File: config.mk
export PLATFORM = sky130hd
export DESIGN_NAME = enc8b10b_multilane
export DESIGN_NICKNAME = d
export VERILOG_FILES = /design/src/rtl/enc8b10b_multilane.sv
export SDC_FILE = /design/constraint.sdc
export NUM_CORES = 1
export LEC_CHECK = 0
export ABC_AREA = 1
export BUFFER_PORTS_ARGS = -buffer_cell sky130_fd_sc_hd__buf_2
export CORE_AREA = 4 4 125 127
export CTS_CLUSTER_SIZE = 28
export DETAILED_ROUTE_END_ITERATION = 7
export DIE_AREA = 0 0 129 131
export HOLD_SLACK_MARGIN = 0.05
export PLACE_DENSITY = 0.37
export SYNTH_ARGS = -nofsm -noshare
export SYNTH_HDL_FRONTEND = slang
export SYNTH_SLANG_ARGS = --single-unit
File: constraint.sdc
create_clock -name clk -period 9.2 [get_ports clk]
set_clock_uncertainty 0.15 [all_clocks]
set_input_delay 0.92 -clock clk [delete_from_list [all_inputs] [get_ports clk]]
set_output_delay 0.92 -clock clk [all_outputs]
set_load 0.01 [all_outputs]
File: src/rtl/enc8b10b_multilane.sv
// LANES-wide 8b/10b encoder: running disparity chains lane 0 -> LANES-1, valid/ready handshake,
// registered output. Define ENC_IDLE_EN to load K28.5 idle words whenever no input is offered.
module enc8b10b_multilane #(
    parameter int LANES   = 2,
    parameter bit INIT_RD = 1'b0
) (
    input  logic                 clk,
    input  logic                 rst,
    input  logic                 i_valid,
    output logic                 o_ready,
    input  logic [8*LANES-1:0]   i_data,
    input  logic [LANES-1:0]     i_kin,
    output logic                 o_valid,
    input  logic                 i_ready,
    output logic [10*LANES-1:0]  o_en_data,
    output logic [LANES-1:0]     o_kerr,
    output logic                 o_rdisp
);

    // {RD- code, RD+ code}, abcdei with a at the MSB
    function automatic logic [11:0] tbl6(input logic [4:0] x);
        case (x)
            5'd0:    return {6'b100111, 6'b011000};
            5'd1:    return {6'b011101, 6'b100010};
            5'd2:    return {6'b101101, 6'b010010};
            5'd3:    return {6'b110001, 6'b110001};
            5'd4:    return {6'b110101, 6'b001010};
            5'd5:    return {6'b101001, 6'b101001};
            5'd6:    return {6'b011001, 6'b011001};
            5'd7:    return {6'b111000, 6'b000111};
            5'd8:    return {6'b111001, 6'b000110};
            5'd9:    return {6'b100101, 6'b100101};
            5'd10:   return {6'b010101, 6'b010101};
            5'd11:   return {6'b110100, 6'b110100};
            5'd12:   return {6'b001101, 6'b001101};
            5'd13:   return {6'b101100, 6'b101100};
            5'd14:   return {6'b011100, 6'b011100};
            5'd15:   return {6'b010111, 6'b101000};
            5'd16:   return {6'b011011, 6'b100100};
            5'd17:   return {6'b100011, 6'b100011};
            5'd18:   return {6'b010011, 6'b010011};
            5'd19:   return {6'b110010, 6'b110010};
            5'd20:   return {6'b001011, 6'b001011};
            5'd21:   return {6'b101010, 6'b101010};
            5'd22:   return {6'b011010, 6'b011010};
            5'd23:   return {6'b111010, 6'b000101};
            5'd24:   return {6'b110011, 6'b001100};
            5'd25:   return {6'b100110, 6'b100110};
            5'd26:   return {6'b010110, 6'b010110};
            5'd27:   return {6'b110110, 6'b001001};
            5'd28:   return {6'b001110, 6'b001110};
            5'd29:   return {6'b101110, 6'b010001};
            5'd30:   return {6'b011110, 6'b100001};
            default: return {6'b101011, 6'b010100};
        endcase
    endfunction

    // {RD- code, RD+ code}, fghj with f at the MSB
    function automatic logic [7:0] tbl4d(input logic [2:0] y, input logic a7);
        if (a7) return {4'b0111, 4'b1000};
        case (y)
            3'd0:    return {4'b1011, 4'b0100};
            3'd1:    return {4'b1001, 4'b1001};
            3'd2:    return {4'b0101, 4'b0101};
            3'd3:    return {4'b1100, 4'b0011};
            3'd4:    return {4'b1101, 4'b0010};
            3'd5:    return {4'b1010, 4'b1010};
            3'd6:    return {4'b0110, 4'b0110};
            default: return {4'b1110, 4'b0001};
        endcase
    endfunction

    function automatic logic [7:0] tbl4k(input logic [2:0] y);
        case (y)
            3'd0:    return {4'b1011, 4'b0100};
            3'd1:    return {4'b0110, 4'b1001};
            3'd2:    return {4'b1010, 4'b0101};
            3'd3:    return {4'b1100, 4'b0011};
            3'd4:    return {4'b1101, 4'b0010};
            3'd5:    return {4'b0101, 4'b1010};
            3'd6:    return {4'b1001, 4'b0110};
            default: return {4'b0111, 4'b1000};
        endcase
    endfunction

    function automatic logic k_legal(input logic [7:0] b);
        return (b[4:0] == 5'd28) ||
               ((b[7:5] == 3'd7) && (b[4:0] == 5'd23 || b[4:0] == 5'd27 ||
                                     b[4:0] == 5'd29 || b[4:0] == 5'd30));
    endfunction

    // Returns {kerr, rd_out, symbol[9:0]}; an unbalanced sub-block always flips RD.
    function automatic logic [11:0] enc_byte(input logic [7:0] b, input logic k, input logic rd);
        logic       err, rd6, a7;
        logic [7:0] bb, p4;
        logic [11:0] p6;
        logic [5:0] c6;
        logic [3:0] c4;
        err = k & ~k_legal(b);
        bb  = err ? 8'hBC : b;
        p6  = (k && bb[4:0] == 5'd28) ? {6'b001111, 6'b110000} : tbl6(bb[4:0]);
        c6  = rd ? p6[5:0] : p6[11:6];
        rd6 = rd ^ ($countones(c6) != 3);
        a7  = (bb[7:5] == 3'd7) &&
              (rd6 ? (bb[4:0] == 5'd11 || bb[4:0] == 5'd13 || bb[4:0] == 5'd14)
                   : (bb[4:0] == 5'd17 || bb[4:0] == 5'd18 || bb[4:0] == 5'd20));
        p4  = k ? tbl4k(bb[7:5]) : tbl4d(bb[7:5], a7);
        c4  = rd6 ? p4[3:0] : p4[7:4];
        return {err, rd6 ^ ($countones(c4) != 2), c6, c4};
    endfunction

    logic                valid_q, rd_q, rd_d, rd_v, load;
    logic [10*LANES-1:0] data_q, enc_d;
    logic [LANES-1:0]    kerr_q, kerr_d, src_kin;
    logic [8*LANES-1:0]  src_data;
    logic [11:0]         res;

    assign o_ready = ~valid_q | i_ready;

`ifdef ENC_IDLE_EN
    assign load     = o_ready;
    assign src_data = i_valid ? i_data : {LANES{8'hBC}};
    assign src_kin  = i_valid ? i_kin : {LANES{1'b1}};
`else
    assign load     = o_ready & i_valid;
    assign src_data = i_data;
    assign src_kin  = i_kin;
`endif

    always_comb begin
        rd_v   = rd_q;
        enc_d  = '0;
        kerr_d = '0;
        res    = '0;
        for (int n = 0; n < LANES; n++) begin
            res               = enc_byte(src_data[8*n +: 8], src_kin[n], rd_v);
            enc_d[10*n +: 10] = res[9:0];
            kerr_d[n]         = res[11];
            rd_v              = res[10];
        end
        rd_d = rd_v;
    end

    // Output register; RD advances only when a word is loaded
    always_ff @(posedge clk or posedge rst) begin
        if (rst) begin
            valid_q <= 1'b0;
            data_q  <= '0;
            kerr_q  <= '0;
            rd_q    <= INIT_RD;
        end else if (load) begin
            valid_q <= 1'b1;
            data_q  <= enc_d;
            kerr_q  <= kerr_d;
            rd_q    <= rd_d;
        end else if (i_ready) begin
            valid_q <= 1'b0;
        end
    end

    assign o_valid   = valid_q;
    assign o_en_data = data_q;
    assign o_kerr    = kerr_q;
    assign o_rdisp   = rd_q;

endmodule

==> results by group, run 1 <==
Status
  • Outcome: finished with violations
  • Failing checks: negative setup slack

Global route
  • Largest net degree at the start of global routing: 29
  • Vias in the first global route: 4,835
  • Gr ovfl total: 0
  • Initial antenna violation count: 0
  • First-pass GRT wire length: 22,800 um
  • Gr usage total: 0.167

Logic synthesis
  • Top cell type by total area after synthesis: nand2_1
  • Synth unique cells: 39
  • Avg Synthesized Cell Area: 5.99 sq um
  • Main combinational cell family by area after synthesis: simple AND/OR/NAND/NOR gates
  • Post-synth EDFFs: 0
  • Post-synthesis sequential area ratio: 0.184
  • Post-synthesis mux area share: 0.00307
  • Yosys reg bits: 24
  • Post-Syn Instances: 545
  • Adder-cell area share of the yosys netlist: 0.110
  • Top-count cell post-synth: nand2_1
  • Top cells by count, synth: nand2_1, inv_1, nand3_1
  • XOR/XNOR Fraction of Synth Area: 0.0295
  • Post-synthesis compound-gate area fraction: 0.134
  • Syn Nets: 591
  • YS warnings: 0
  • FFs w/ async S/R, synth: 1.00
  • Synth area leaders: nand2_1, dfrtp_1, nand3_1
  • Mapped Area: 3260 sq um
  • Synth Area in Simple Gates: 0.436
  • Synth top area share: 0.252
  • Post-synth top flop: dfrtp_1

Layout
  • Ant. Diodes: 0
  • Post-route cell area: 5870 sq um
  • Fillers: 1,514
  • Layout cells sized above 1: 0.450
  • Nets: 852
  • Util after Layout: 0.407
  • Area delta synth->final: 79.9%

Detailed routing
  • Drt first pass iters: 4
  • Wirelength per Cell: 13.8 um
  • Final ANT Viol Nets: 0
  • Vias: 4,479
  • DR iter-0 viols: 252
  • Routed wire length: 13,700 um
  • Post-route DRC: 0
  • Via density: 4.53

Placed design
  • Pre-CTS setup slack: -1.77 ns
  • Final GP Congestion: 0.892
  • Area after DPL: 4500 sq um
  • HPWL Detailed: 9310 um
  • IO buf count: 46

Timing
  • Hold Fails Final Rpt: 0
  • Max-slew violation count: 0
  • Relative slew slack: 0.327
  • RSZ-0062 raised after global routing: yes
  • FMAX: 93.1 MHz
  • Fin worst setup slack: -1.54 ns
  • Period utilization: 1.17
  • Setup Viol. Count Final: 7
  • Fin crit period: 10.74 ns
  • Worst Max-Slew Pin Slew: 1.01 ns

Clocking
  • CTS tree: built
  • Bufs on Longest Clock Path: 2
  • Max H-tree Level: 1
  • Clock Latency Late Sink: 0.27 ns
  • CTS Buf Count: 3
  • Root Buffer Master: clkbuf_16
  • TritonCTS Sinks: 24
  • CTS clk-pin slew, worst paths: 0.07 ns
  • Hold bufs inserted after CTS: 0

Setup path
  • Slowest cell on the critical path: fa_1
  • Crit start category: input pin
  • Slowest stage delay, CP: 0.56 ns
  • Kind of cell adding the most delay to the critical path: buffers and inverters
  • CP Data Required Time: 9.22 ns
  • WS Path Type: in2reg
  • WP buf/inv: 63
  • Crit. End Element: flip-flop
  • Most used cell, CP: buf_4
  • Critical path arrival: 10.76 ns
  • CP Max Fanout: 5

Floorplan
  • Core area: 14,400 sq um
  • IO Pins: 47
  • Starting Density: 0.226
  • Die Ht: 131 um
  • DIE WIDTH: 129 um
  • Standard-cell row count: 44
  • Die area: 16,900 sq um

Worst hold path
  • Hold WC Path Type: reg2reg

Job
  • Max-Cap Viols: 0
## final timing paths
check / startpoint / endpoint / slack (ns) / cells after the start
min in group asynchronous: rst / o_valid$_DFFE_PP0P_ / 0.73 / 2
max reg2reg: o_rdisp$_DFFE_PP0P_ / o_en_data[14]$_DFFE_PP0P_ / -0.04 / 65
max in group asynchronous: rst / o_en_data[14]$_DFFE_PP0P_ / 7.56 / 2
min: o_en_data[11]$_DFFE_PP0P_ / o_en_data[11]$_DFFE_PP0P_ / 0.32 / 2
max: i_data[0] / o_en_data[14]$_DFFE_PP0P_ / -1.54 / 82
min reg2reg: o_en_data[11]$_DFFE_PP0P_ / o_en_data[11]$_DFFE_PP0P_ / 0.32 / 2
## registers in the layout (all words and copies together) (netlist names)
name	count
o_valid	1
o_kerr	2
o_en_data	20
o_rdisp	1
## repair_timing
item,CTS,global route
setup buffers,126,7
resized for setup,51,36
pin swaps,18,39
gates cloned,0,0
endpoints found under the setup margin,5,7
## kinds of logic after synthesis
| kind of cell | after synthesis |
|---|---|
| flip-flops | 24 |
| multiplexers | 1 |
| XOR/XNOR | 5 |
| buffers and inverters | 83 |
| AO/OA/AOI/OAI | 75 |
| AND/OR/NAND/NOR | 333 |
| adder cells (fa/ha/maj) | 24 |
## final cells by class
| cell class | instances | area [sq um] | area share |
|---|---|---|---|
| Tap cell | 184 | 230 | 0.0392 |
| Clock buffer | 3 | 75.1 | 0.0128 |
| Multi-Input combinational cell | 438 | 2610 | 0.445 |
| Sequential cell | 24 | 601 | 0.102 |
| Clock inverter | 1 | 30.0 | 0.00512 |
| Inverter | 71 | 279 | 0.0475 |
| Timing Repair Buffer | 268 | 2050 | 0.348 |
## worst reg2reg max path: cells and delay by family (launching register included)
kind,cells,cell delay [ns]
simple gates,17,1.39
fa+ha+maj,7,2.48
flops,1,0.48
buf+inv,39,4.26
xor+xnor,2,0.42
## cells in the final DEF (no fill, tap or decap), types with 21 or more instances in the layout
cell | netlist | final
buf_2 | 4 | 39
buf_4 | 2 | 197
buf_6 | 1 | 29
dfrtp_1 | 24 | 24
inv_1 | 67 | 49
nand2_1 | 219 | 197
nand2_2 | 10 | 28
nand3_1 | 52 | 50
nor2_1 | 28 | 21
o21ai_0 | 33 | 26
## metrics by stage
step | hold WS, ns | std cells | setup TNS, ns
2_1_floorplan | 0.365 | 545 | -1.18
3_3_place_gp | 0.310 | 857 | -3.75
3_5_place_dp | 0.314 | 857 | -4.18
4_1_cts | 0.325 | 986 | -4.96
5_1_grt | 0.356 | 989 | -9.44
6_report | 0.319 | 989 | -6.87
## routing by layer
layer	global-route usage	vias to the layer above	part of all wire
li1	-	2282	-
met1	0.193	2065	0.42
met2	0.310	102	0.51
met3	0.0142	30	0.031
met4	0.0809	0	0.032
met5	0	-	0
Power of run 1 is left out: the tool's default activity adds up to more than one toggle a clock period on the data nets, which glitch-free logic cannot reach.
==> inputs of run 2 (changes only) <==
- ABC_AREA: 1 -> default
- CORE_AREA: 4 4 125 127 -> 4 4 112 114
- DIE_AREA: 0 0 129 131 -> 0 0 116 118
- PLACE_DENSITY: 0.37 -> 0.51
==> results by group, run 2 <==
Timing
  • FMAX: 80.0 MHz (was 93.1 MHz)
  • Setup Viol. Count Final: 5 (was 7)
  • RSZ-0062 raised after global routing: yes (unchanged)
  • Max-slew violation count: 0 (unchanged)
  • Relative slew slack: 0.328 (was 0.327)
  • Fin worst setup slack: -3.30 ns (was -1.54 ns)
  • Fin crit period: 12.50 ns (was 10.74 ns)
  • Worst Max-Slew Pin Slew: 1.01 ns (about the same)
  • Hold Fails Final Rpt: 0 (unchanged)
  • Period utilization: 1.36 (was 1.17)

Layout
  • Layout cells sized above 1: 0.391 (was 0.450)
  • Commonest non-fill, non-tap cell in the layout: buf_4
  • Finished Layout Cells: 813 (was 989)
  • Ant. Diodes: 0 (unchanged)
  • Max reg flops: 20 (unchanged)
  • Area delta synth->final: 41.5% (was 79.9%)
  • Nets: 717 (was 852)
  • Fillers: 1,113 (was 1,514)
  • Commonest cells after routing, fill and taps aside: buf_4, nand2_1, buf_2 (was nand2_1, buf_4, nand3_1)

Global route
  • Largest net degree at the start of global routing: 33 (was 29)
  • Gr usage total: 0.200 (was 0.167)
  • Gr ovfl total: 0 (unchanged)
  • Initial antenna violation count: 0 (unchanged)
  • Vias in the first global route: 4,424 (was 4,835)
  • First-pass GRT wire length: 22,800 um (about the same)

Logic synthesis
  • Synth unique cells: 83 (was 39)
  • Post-synth top flop: dfrtp_1 (unchanged)
  • Synth area leaders: dfrtp_1, nand2_1, ha_1 (was nand2_1, dfrtp_1, nand3_1)
  • Syn Nets: 593 (was 591)
  • FFs w/ async S/R, synth: 1.00 (unchanged)
  • Synth top area share: 0.152 (was 0.252)
  • Top cells by count, synth: nand2_1, clkbuf_1, nor2_1 (was nand2_1, inv_1, nand3_1)
  • Post-Syn Instances: 547 (was 545)
  • Post-synthesis sequential area ratio: 0.152 (was 0.184)
  • Mapped Area: 3960 sq um (was 3260 sq um)
  • Avg Synthesized Cell Area: 7.24 sq um (was 5.99 sq um)
  • YS warnings: 0 (unchanged)
  • Yosys reg bits: 24 (unchanged)
  • Top cell type by total area after synthesis: dfrtp_1 (was nand2_1)
  • Post-synth EDFFs: 0 (unchanged)
  • Top-count cell post-synth: nand2_1 (unchanged)

Clocking
  • CTS clk-pin slew, worst paths: 0.06 ns (was 0.07 ns)
  • TritonCTS Sinks: 24 (unchanged)
  • Clock Latency Late Sink: 0.26 ns (was 0.27 ns)
  • Bufs on Longest Clock Path: 2 (unchanged)
  • CTS Buf Count: 3 (unchanged)
  • Max H-tree Level: 1 (unchanged)
  • CTS tree: built (unchanged)
  • Hold bufs inserted after CTS: 0 (unchanged)
  • Root Buffer Master: clkbuf_16 (unchanged)

Detailed routing
  • Top Layer Used: met4 (unchanged)
  • Routed wire length: 14,100 um (was 13,700 um)
  • Met3 WL post-DR: 934 um (was 430 um)
  • Post-route DRC: 0 (unchanged)
  • Wirelength per Cell: 17.3 um (was 13.8 um)
  • Met1 Wirelength: 6230 um (was 5780 um)
  • DR iter-0 viols: 450 (was 252)
  • Routed wl met2: 6720 um (was 7040 um)
  • Final ANT Viol Nets: 0 (unchanged)
  • Drt first pass iters: 5 (was 4)
  • Vias: 4,738 (was 4,479)
  • Via density: 5.83 (was 4.53)

Floorplan
  • Standard-cell row count: 39 (was 44)
  • DIE WIDTH: 116 um (was 129 um)
  • Core area: 11,400 sq um (was 14,400 sq um)
  • IO Pins: 47 (unchanged)
  • Die Ht: 118 um (was 131 um)
  • Starting Density: 0.347 (was 0.226)
  • Die area: 13,700 sq um (was 16,900 sq um)

Setup path
  • Reg2Reg Capture Point: o_rdisp$_DFFE_PP0P_ (was o_en_data[14]$_DFFE_PP0P_)
  • CP Data Required Time: 9.16 ns (was 9.22 ns)
  • CP Max Fanout: 6 (was 5)
  • Crit start category: input pin (unchanged)
  • R2r startpoint: o_rdisp$_DFFE_PP0P_ (unchanged)
  • Crit. End Element: flip-flop (unchanged)
  • Most used cell, CP: fa_1 (was buf_4)
  • R2r setup slk: -1.33 ns (was -0.04 ns)
  • Critical Path Start: i_data[3] (was i_data[0])
  • R2R depth: 43 (was 65)
  • Slowest stage delay, CP: 0.55 ns (was 0.56 ns)
  • Crit path capture: o_rdisp$_DFFE_PP0P_ (was o_en_data[14]$_DFFE_PP0P_)
  • WS Path Type: in2reg (unchanged)
  • Critical path arrival: 12.46 ns (was 10.76 ns)
  • Slowest cell on the critical path: fa_1 (unchanged)

Worst hold path
  • Launch point of the worst hold path: o_kerr[1]$_DFFE_PP0P_ (was o_en_data[11]$_DFFE_PP0P_)
  • Hold WC Path Type: reg2reg (unchanged)
  • Worst hold stages: 2 (unchanged)

Job
  • Max-Cap Viols: 0 (unchanged)

Status
  • Failing checks: negative setup slack (unchanged)
  • Outcome: finished with violations (unchanged)

Placed design
  • IO buf count: 46 (unchanged)
  • Post-Place Cells: 795 (was 857)
  • Final GP Congestion: 0.895 (was 0.892)
  • HPWL Detailed: 10,300 um (was 9310 um)
run 2: cell types whose count changed in the layout (fill, tap and decap cells not counted), sizes merged, moves of 13 or more:
cell	change
a21oi	+19
inv	-47
a31oi	+15
nand3	-42
buf	-93
nand2	-169
nor3	+13
run 2: repair_timing:
item                       4_1_cts  5_1_grt
setup endpoints to repair        5        7
pin swaps                       40       24
gates resized for setup         31       19
setup buffers                   12        6
run 2: area by class of cell:
cell class / count / area [sq um] / share of cell area
clock buffers: 4 / 88.8 / 0.0159
multi-input cells: 443 / 3410 / 0.608
repair buffers: 175 / 1240 / 0.221
well taps: 143 / 179 / 0.0319
flip-flops and latches: 24 / 601 / 0.107
inverters: 24 / 92.6 / 0.0165
run 2: cells by family (layout without fill, tap and decap cells):
logic type	count (synthesis)	after routing	share of synthesized area
buffers and inverters	80	203	0.0840
adders and majority gates	25	25	0.0935
DFF	24	24	0.152
AOI/OAI and AO/OA	191	191	0.336
xor gates and xnor gates	14	14	0.0310
and+or+nand+nor	195	195	0.255
muxes	18	18	0.0486
run 2: metal layers:
layer  vias up  track usage
li1       2264            -
met1      2256        0.286
met2       198        0.322
met3        20       0.0262
met4         0       0.0392
met5         -            0
run 2: through the flow:
stage	TNS, ns	instance area (sq um)	setup slack [ns]	hold slack (ns)	util
floorplan	-13.43	4140	-3.55	0.365	-
global placement	-14.66	5160	-3.74	0.310	0.452
detailed placement	-15.57	5160	-3.97	0.326	0.452
CTS	-12.79	5480	-3.39	0.341	0.480
global route	-14.98	5600	-3.84	0.372	0.491
finish	-12.44	5600	-3.30	0.331	0.491
run 2: critical path, delay by kind of cell:
kind / cells / cell delay, ns
mux: 1 / 0.32
fa+ha+maj: 15 / 5.09
simple gates: 11 / 2.67
compound gates: 11 / 1.90
xor+xnor: 5 / 0.93
buf+inv: 9 / 0.58
run 2: worst min-delay path by stage:
stage	end
after floorplan	o_en_data[2]$_DFFE_PP0P_
after global placement	o_kerr[1]$_DFFE_PP0P_
after detailed placement	o_en_data[18]$_DFFE_PP0P_
after CTS	o_en_data[18]$_DFFE_PP0P_
after global routing	o_en_data[17]$_DFFE_PP0P_
final	o_kerr[1]$_DFFE_PP0P_
Power of run 2 is left out for the same reason.
